<file path="src/rtl/noise_injector.sv">
// noise_injector: adds gain-scaled CLT noise to the echo stream with saturation and frame-length checking.
// Optional NOISE_INJ_STATS_EN adds per-frame noise power outputs (stat_pwr, stat_valid).
module noise_injector #(
    parameter int DATA_W    = 16,
    parameter int NOISE_W   = 5,
    parameter int GAIN_W    = 8,
    parameter int FRAME_LEN = 1024
) (
    input  logic                      clk,
    input  logic                      rst,
    input  logic signed [NOISE_W-1:0] noise_in,
    input  logic        [GAIN_W-1:0]  noise_gain,
    input  logic                      noise_en,
    input  logic                      s_valid,
    output logic                      s_ready,
    input  logic signed [DATA_W-1:0]  s_data,
    input  logic                      s_last,
    output logic                      m_valid,
    input  logic                      m_ready,
    output logic signed [DATA_W-1:0]  m_data,
    output logic                      m_last,
    output logic                      m_sat,
    output logic                      len_err
`ifdef NOISE_INJ_STATS_EN
    ,
    output logic [31:0]               stat_pwr,
    output logic                      stat_valid
`endif
);
    localparam int PW = NOISE_W + GAIN_W + 1;
    localparam int SW = DATA_W + 1;
    localparam int CW = $clog2(FRAME_LEN) + 1;

    typedef enum logic {IDLE, FRAME} state_t;

    state_t                   state_q, state_d;
    logic [CW-1:0]            cnt_q, cnt_d;
    logic [GAIN_W-1:0]        gain_q, gain_d;
    logic                     inj_q, inj_d;
    logic                     v1_q, v1_d, l1_q, l1_d;
    logic signed [DATA_W-1:0] d1_q, d1_d;
    logic signed [PW-1:0]     p1_q, p1_d;
    logic                     mv_q, mv_d, ml_q, ml_d, ms_q, ms_d, err_q, err_d;
    logic signed [DATA_W-1:0] md_q, md_d;

    logic                     adv, acc, idle, inj_use, at_end, fin, bad, ovf;
    logic [GAIN_W-1:0]        gain_use;
    logic signed [PW-1:0]     nz_x, g_x, prod;
    logic signed [SW-1:0]     sum;

`ifdef NOISE_INJ_STATS_EN
    logic [31:0]              pacc_q, pacc_d, pwr_q, pwr_d;
    logic                     sv_q, sv_d;
    logic [2*PW-1:0]          sq;
    logic [32:0]              tot;
    logic [31:0]              tot_sat;
`endif

    assign s_ready = adv && !rst;
    assign m_valid = mv_q;
    assign m_data  = md_q;
    assign m_last  = ml_q;
    assign m_sat   = ms_q;
    assign len_err = err_q;
`ifdef NOISE_INJ_STATS_EN
    assign stat_pwr   = pwr_q;
    assign stat_valid = sv_q;
`endif

    always_comb begin
        adv      = !mv_q || m_ready;
        acc      = s_valid && s_ready;
        idle     = state_q == IDLE;
        // The beat that opens a frame must already use the gain/enable it latches.
        gain_use = idle ? noise_gain : gain_q;
        inj_use  = idle ? noise_en : inj_q;
        nz_x     = PW'(noise_in);
        g_x      = PW'($signed({1'b0, gain_use}));
        prod     = inj_use ? nz_x * g_x : '0;
        at_end   = !idle && cnt_q == CW'(FRAME_LEN - 1);
        fin      = s_last || at_end;
        bad      = idle ? s_last : (s_last != at_end);
        sum      = SW'(d1_q) + SW'(p1_q);
        ovf      = sum[SW-1] != sum[SW-2];
        state_d  = state_q;
        cnt_d    = cnt_q;
        gain_d   = gain_q;
        inj_d    = inj_q;
        err_d    = err_q;
        v1_d     = v1_q;
        d1_d     = d1_q;
        p1_d     = p1_q;
        l1_d     = l1_q;
        mv_d     = mv_q;
        md_d     = md_q;
        ml_d     = ml_q;
        ms_d     = ms_q;
        if (acc) begin
            gain_d  = gain_use;
            inj_d   = inj_use;
            state_d = fin ? IDLE : FRAME;
            cnt_d   = fin ? '0 : (idle ? CW'(1) : cnt_q + CW'(1));
            err_d   = err_q || bad;
        end
        if (adv) begin
            v1_d = acc;
            d1_d = s_data;
            p1_d = prod;
            l1_d = fin;
            mv_d = v1_q;
            md_d = ovf ? (sum[SW-1] ? {1'b1, {(DATA_W-1){1'b0}}} : {1'b0, {(DATA_W-1){1'b1}}})
                       : sum[DATA_W-1:0];
            ml_d = l1_q;
            ms_d = ovf;
        end
`ifdef NOISE_INJ_STATS_EN
        sq      = (2*PW)'(p1_q) * (2*PW)'(p1_q);
        tot     = {1'b0, pacc_q} + 33'(sq);
        tot_sat = tot[32] ? '1 : tot[31:0];
        pacc_d  = pacc_q;
        pwr_d   = pwr_q;
        sv_d    = 1'b0;
        if (adv && v1_q) begin
            pacc_d = l1_q ? '0 : tot_sat;
            pwr_d  = l1_q ? tot_sat : pwr_q;
            sv_d   = l1_q;
        end
`endif
    end

    always_ff @(posedge clk or posedge rst) begin
        if (rst) begin
            state_q <= IDLE;
            cnt_q   <= '0;
            gain_q  <= '0;
            inj_q   <= 1'b0;
            err_q   <= 1'b0;
            v1_q    <= 1'b0;
            d1_q    <= '0;
            p1_q    <= '0;
            l1_q    <= 1'b0;
            mv_q    <= 1'b0;
            md_q    <= '0;
            ml_q    <= 1'b0;
            ms_q    <= 1'b0;
        end else begin
            state_q <= state_d;
            cnt_q   <= cnt_d;
            gain_q  <= gain_d;
            inj_q   <= inj_d;
            err_q   <= err_d;
            v1_q    <= v1_d;
            d1_q    <= d1_d;
            p1_q    <= p1_d;
            l1_q    <= l1_d;
            mv_q    <= mv_d;
            md_q    <= md_d;
            ml_q    <= ml_d;
            ms_q    <= ms_d;
        end
    end

`ifdef NOISE_INJ_STATS_EN
    always_ff @(posedge clk or posedge rst) begin
        if (rst) begin
            pacc_q <= '0;
            pwr_q  <= '0;
            sv_q   <= 1'b0;
        end else begin
            pacc_q <= pacc_d;
            pwr_q  <= pwr_d;
            sv_q   <= sv_d;
        end
    end
`endif
endmodule

</file>
<file path="config.mk">
export PLATFORM = sky130hd
export DESIGN_NAME = noise_injector
export DESIGN_NICKNAME = d
export VERILOG_FILES = /design/src/rtl/noise_injector.sv
export SDC_FILE = /design/constraint.sdc
export NUM_CORES = 1
export LEC_CHECK = 0
export ABC_AREA = 0
export BUFFER_PORTS_ARGS = -buffer_cell sky130_fd_sc_hd__buf_2
export CAP_MARGIN = 20
export CORE_ASPECT_RATIO = 0.8
export CORE_MARGIN = 1
export CORE_UTILIZATION = 50
export CTS_BUF_LIST = sky130_fd_sc_hd__clkbuf_4 sky130_fd_sc_hd__clkbuf_8 sky130_fd_sc_hd__clkbuf_16
export CTS_CLUSTER_DIAMETER = 100
export DETAILED_ROUTE_END_ITERATION = 7
export GPL_TIMING_DRIVEN = 0
export HOLD_SLACK_MARGIN = 0.08
export PLACE_DENSITY = 0.72
export SYNTH_ARGS = -nofsm -noshare
export SYNTH_HDL_FRONTEND = slang
export SYNTH_SLANG_ARGS = --single-unit
</file>
<file path="constraint.sdc">
create_clock -name clk -period 4.8 [get_ports clk]
set_clock_uncertainty 0.1 [all_clocks]
set_input_delay 0.24 -clock clk [delete_from_list [all_inputs] [get_ports clk]]
set_output_delay 0.24 -clock clk [all_outputs]
set_load 0.03 [all_outputs]
</file>
==> results of run 1 <==
==> critical path: stages, from the launching register on <==
cell and delay [ns]:
dfrtp_2 0.49, buf_12 0.19, mux2i_4 0.32, nand2b_1 0.17, fa_1 0.45, fa_1 0.49
fa_1 0.55, inv_1 0.07, fa_1 0.45, a21oi_1 0.15, o21bai_1 0.13, a211oi_2 0.23
o21bai_1 0.13, a31oi_1 0.19, mux2i_1 0.10, a211o_1 0.26
==> logic make-up after synthesis <==
kind of cell,share of synthesized area
fa+ha+maj,0.185
simple gates,0.151
xor+xnor,0.0339
compound gates,0.171
buf+inv,0.0561
flops,0.339
mux,0.0640
==> sequential cells by signal, indices dropped and copies added (netlist names), 8 cells and up <==
| name | count |
|---|---|
| p1_q | 14 |
| m_data | 16 |
| gain_q | 8 |
| d1_q | 16 |
| cnt_q | 11 |
==> where the power goes <==
part	internal [mW]	switching, mW	leakage [nW]
logic	0.858	1.21	2.06
clock network	0.462	0.286	0.162
registers	0.781	0.103	0.900
total	2.10	1.60	3.13
==> layout by cell type (no fill, tap or decap), types with 24 or more instances in the layout <==
| cell | n |
|---|---|
| dfrtp_1 | 72 |
| buf_2 | 60 |
| nand2_1 | 54 |
| inv_1 | 49 |
| ha_1 | 46 |
| a21oi_1 | 30 |
| o21ai_0 | 29 |
| nor2_1 | 28 |
| nor2b_1 | 24 |
==> per-layer routing <==
metal,GRT usage,vias up,share of wire
met5,0,-,0
met3,0.0296,12,0.027
met4,0.0566,0,0.011
li1,-,2132,-
met1,0.299,2126,0.48
met2,0.377,74,0.48
==> worst max path at each step <==
stage,cells past startpoint,from,end
final,15,state_q,p1_q[13]
after global routing,15,state_q,p1_q[13]
after CTS,15,state_q,p1_q[13]
after detailed placement,16,state_q,p1_q[13]
after global placement,16,state_q,p1_q[13]
after floorplan,16,state_q,p1_q[13]
==> stage by stage <==
step,hold WS (ns),cell area (µm²)
2_1_floorplan,0.290,5400
3_3_place_gp,0.353,5850
3_5_place_dp,0.353,5850
4_1_cts,0.142,6420
5_1_grt,0.165,6470
6_report,0.147,6470
==> layout make-up <==
| cell class | count | area share |
|---|---|---|
| Inverter | 50 | 0.0294 |
| Multi-Input combinational cell | 419 | 0.514 |
| Tap cell | 140 | 0.0271 |
| Timing Repair Buffer | 78 | 0.0762 |
| Buffer | 21 | 0.0197 |
| Sequential cell | 73 | 0.283 |
| Clock buffer | 9 | 0.0348 |
| Clock inverter | 7 | 0.0159 |
==> timing repair <==
item | CTS | global route
setup endpoints to repair | 6 | 2
gates cloned | 0 | 0
hold endpoints to repair | 90 | 0
hold buffers | 18 | 0
pin swaps | 0 | 2
gates resized for setup | 10 | 5
buffers inserted | 2 | 3
==> impl_metrics.yaml, run 1 <==
routing:
  via_per_inst: 5.45
  routed_wirelength_mm: 12.1
  drc: 0
  vias: 4344
  final_antenna_net_count: 0
  drt_first_pass_iters: 4
  wl_per_cell_um: 15.1
  drt_iter0_drc: 370
synthesis:
  netlist.area_leader.share: 0.339
  synth-seq-cells: 73
  synth_cells: 564
  yosysTopAreaCell: "dfrtp_1"
  yosysSeqAreaShare: 0.339
  synthArstFlopShare: 1.00
  ys.flop_type: "dfrtp_1"
  synth_nets: 665
  syn_area_um2: 5400
  yosys_warnings: 0
  synth.area.top_cells: "dfrtp_1, ha_1, fa_1"
  synth_commonest_cells: "dfrtp_1, nand2_1, inv_1, ha_1, a21oi_1"
  yosysMostFrequentCell: "dfrtp_1"
  ys_types: 65
  synth_enable_flop_cells: 0
  syn_area_per_cell_um2: 9.57
floorplan:
  core_area_um2: 10400
  dieHeight_um: 94.9
  num_rows: 33
  die_w_um: 118
  ios: 56
  initial_core_util: 0.521
  die-area_um2: 11200
clock_network:
  h-tree-depth: 3
  cts_max_path_buffers: 2
  clk_latency_ns: 0.34
  cts_sinks: 73
  clk_pin_slew_ns: 0.06
  cts_made_buffers: 9
  cts_tree: "built"
  clock-root-buffer: "clkbuf_16"
layout:
  n_antenna_cell: 0
  layout.nets: 753
  area_delta_synth_final_pct: 19.9
  fin_cells: 797
  seqCellArea_um2: 1830
  multiInputGateArea_um2: 3320
  drive_gt1_frac: 0.196
  fin_util: 0.624
  fill_cells: 867
sta:
  finalHoldViolCount: 0
  maxSlewHeadroom: 0.406
  min_period_ns: 4.59
  fmax_ghz: 0.218
  slew_viol_final: 0
  final-setup-viol-count: 0
  setup_tns_ns: 0
  tightest_slew_ns: 0.891
  finalCritPeriodShare: 0.955
  layout_setup_ws_ns: 0.214
worst_setup_path:
  endpoint_kind: "flop"
  r2r_cells: 15
  ff2ff_setup_slack_ns: 0.21
  r2r_end: "p1_q[13]"
  crit_type: "flop to flop"
  cp.arrival_ns: 4.70
  required_ns: 4.92
  r2r_start: "state_q"
  path_max_fanout: 10
  cp-start-kind: "flop"
place:
  dp.cells: 759
  hpwl_mm: 9.04
  gp_congestion: 0.860
  post-place-ws_ns: -0.515
  portBuffers: 55
outcome:
  status: "complete, no violations"
worst_hold_path:
  min_path_type: "input port to flop"
  hold_path_end: "len_err"
  timing.hold.worst.start: "s_last"
  whs_path_depth: 3
global_route:
  grt_pass1_vias: 4150
  grt_pass1_wl_mm: 19.7
  grt_max_degree: 74
  track_usage: 0.221
  grt_overflow_total: 0
  antenna_found_initial: 0
power:
  p_leak_nw: 3.13
  power.total_mw: 3.70
  p_per_area_nw_per_um2: 572
  ir_drop_uv: 239
flow_run:
  cap_violations: 0
Note: power is estimated with default switching activity, not from simulation.
==> run 2: changes to the inputs <==
- CORE_MARGIN: 1 -> 4
- CORE_UTILIZATION: 50 -> 30
- PLACE_DENSITY: 0.72 -> not set
==> run 2 against run 1 <==
Effect of this change: sequential share of layout area shrank 0.71 points; cell count rose by 11%; combinational power hardly changed; utilization shrank 24 points; routed wire length is 3.8% higher; first-iteration DRC count fell by 48%; non-clock buffer count increased by 2; count of clock-buffer cells in the layout is 1 higher; critical path depth did not move; die area rose by 80%; worst hold slack lost 0.066 ns; critical endpoint unchanged; largest cell class unchanged; largest power group unchanged.
==> impl_metrics.yaml, run 2 (synthesis results as in run 1) <==
power:
  power.total_mw: 3.73
  p_sw_mw: 1.57
  p_per_area_nw_per_um2: 562
  p_clk_frac: 0.217
  p_seq_frac: 0.236
  switching_share: 0.422
  p_comb_frac: 0.547
  p_int_mw: 2.16
  ir_drop_uv: 207
  p_leak_nw: 3.15
worst_setup_path:
  cp-start-kind: "flop"
  crit_type: "flop to flop"
  r2r_cells: 15
  cp.arrival_ns: 4.67
  r2r_end: "p1_q[13]"
  path_max_fanout: 8
  required_ns: 4.94
  r2r_start: "state_q"
  endpoint_kind: "flop"
  ff2ff_setup_slack_ns: 0.27
layout:
  final_common_cell: "dfrtp_1"
  final_cell_mix: "dfrtp_1, buf_2, nand2_1"
  layout.nets: 755
  drive_gt1_frac: 0.199
  fin_cells: 885
  area_delta_synth_final_pct: 23.0
global_route:
  grt_overflow_total: 0
  grt_pass1_wl_mm: 20.9
  antenna_found_initial: 0
  grt_max_degree: 52
  track_usage: 0.129
  grt_pass1_vias: 4047
sta:
  min_period_ns: 4.53
  final-setup-viol-count: 0
  finalCritPeriodShare: 0.943
  fmax_ghz: 0.221
  tightest_slew_ns: 0.617
  maxSlewHeadroom: 0.589
  slew_viol_final: 0
  finalHoldViolCount: 0
routing:
  routed_wirelength_mm: 12.5
  wl_met3_um: 538
  via_per_inst: 4.82
  drt_first_pass_iters: 4
  vias: 4262
  met2_length_mm: 5.05
  wl_per_cell_um: 14.1
  final_antenna_net_count: 0
  dr.max_layer_used: "met4"
  drc: 0
  m1WireLength_mm: 6.71
  drt_iter0_drc: 192
clock_network:
  h-tree-depth: 3
  cts_made_buffers: 9
  cts_max_path_buffers: 2
  clock-root-buffer: "clkbuf_16"
  clk_pin_slew_ns: 0.06
  cts_tree: "built"
  cts_sinks: 73
  clk_latency_ns: 0.36
worst_hold_path:
  min_path_type: "input port to flop"
  timing.hold.worst.start: "s_last"
  hold_path_end: "len_err"
  whs_path_depth: 3
outcome:
  status: "complete, no violations"
place:
  hpwl_mm: 9.73
  portBuffers: 55
  gp_congestion: 0.851
  dp.cells: 845
floorplan:
  num_rows: 43
  die-area_um2: 20200
  core_area_um2: 17500
  initial_core_util: 0.309
  dieHeight_um: 128
  ios: 56
  die_w_um: 158
flow_run:
  cap_violations: 0
-- run 2: cell types whose count changed in the layout (fill, tap and decap cells not counted), sizes merged --
cell | before | now
clkbuf | 21 | 22
inv | 52 | 51
bufinv | 2 | 3
diode | 0 | 1
clkinv | 3 | 2
buf | 69 | 71
-- run 2: timing repair --
action / 4_1_cts / 5_1_grt
gates resized for setup: 9 / 6
hold endpoints to repair: 39 / 0
buffers inserted: 2 / 4
cloned: 0 / 0
hold buffers: 18 / 0
endpoints found under the setup margin: 6 / 2
pin swaps: 0 / 2
-- run 2: layout make-up --
cell class / count / area [µm²]
Multi-Input combinational cell: 419 / 3320
Tap cell: 225 / 282
Clock inverter: 6 / 113
Inverter: 50 / 190
Fill cell: 1745 / 10900
Timing Repair Buffer: 80 / 528
Sequential cell: 73 / 1830
Antenna cell: 1 / 2.50
Clock buffer: 10 / 239
Buffer: 21 / 128
-- run 2: per-layer routing --
| layer | up-vias | global-route usage |
|---|---|---|
| met5 | - | 0 |
| met4 | 0 | 0.0446 |
| met3 | 14 | 0.0294 |
| met2 | 57 | 0.177 |
| met1 | 2052 | 0.198 |
| li1 | 2139 | - |
-- run 2: worst max-delay path, cell delays in order (launching register included) --
cell      delay, ns
dfrtp_2        0.47
buf_12         0.17
mux2i_4        0.26
nand2b_1       0.16
fa_1           0.45
fa_1           0.52
fa_1           0.54
inv_1          0.06
fa_1           0.45
a21oi_1        0.17
o21bai_1       0.14
a211oi_2       0.23
o21bai_1       0.14
a31oi_1        0.18
mux2i_1        0.10
a211o_1        0.26
-- run 2: worst max-delay path by stage --
stage / startpoint / endpoint / slack, ns
after floorplan: state_q / p1_q[13] / 0.02
after global placement: state_q / p1_q[13] / -0.53
after detailed placement: state_q / p1_q[13] / -0.62
after CTS: state_q / p1_q[13] / 0.02
after global routing: state_q / p1_q[13] / -0.002
final: state_q / p1_q[13] / 0.27
-- run 2: power groups by stage --
stage	combinational [mW]	clock, mW	sequential, mW
floorplan	1.42	0	1.01
global placement	1.97	0	0.880
detailed placement	1.99	0	0.883
CTS	2.03	0.830	0.880
global route	2.30	0.853	0.902
finish	2.04	0.810	0.880
-- run 2: stage by stage --
step / hold slack, ns / utilization / cell area, µm² / setup TNS, ns / worst slack [ns]
after floorplan: 0.290 / - / 5400 / 0 / 0.0224
after global placement: 0.356 / 0.340 / 5950 / -1.45 / -0.525
after detailed placement: 0.150 / 0.342 / 5980 / -2.10 / -0.616
after CTS: 0.0802 / 0.376 / 6570 / 0 / 0.0181
after global routing: 0.128 / 0.379 / 6630 / -0.00216 / -0.00216
final: 0.0807 / 0.379 / 6630 / 0 / 0.272
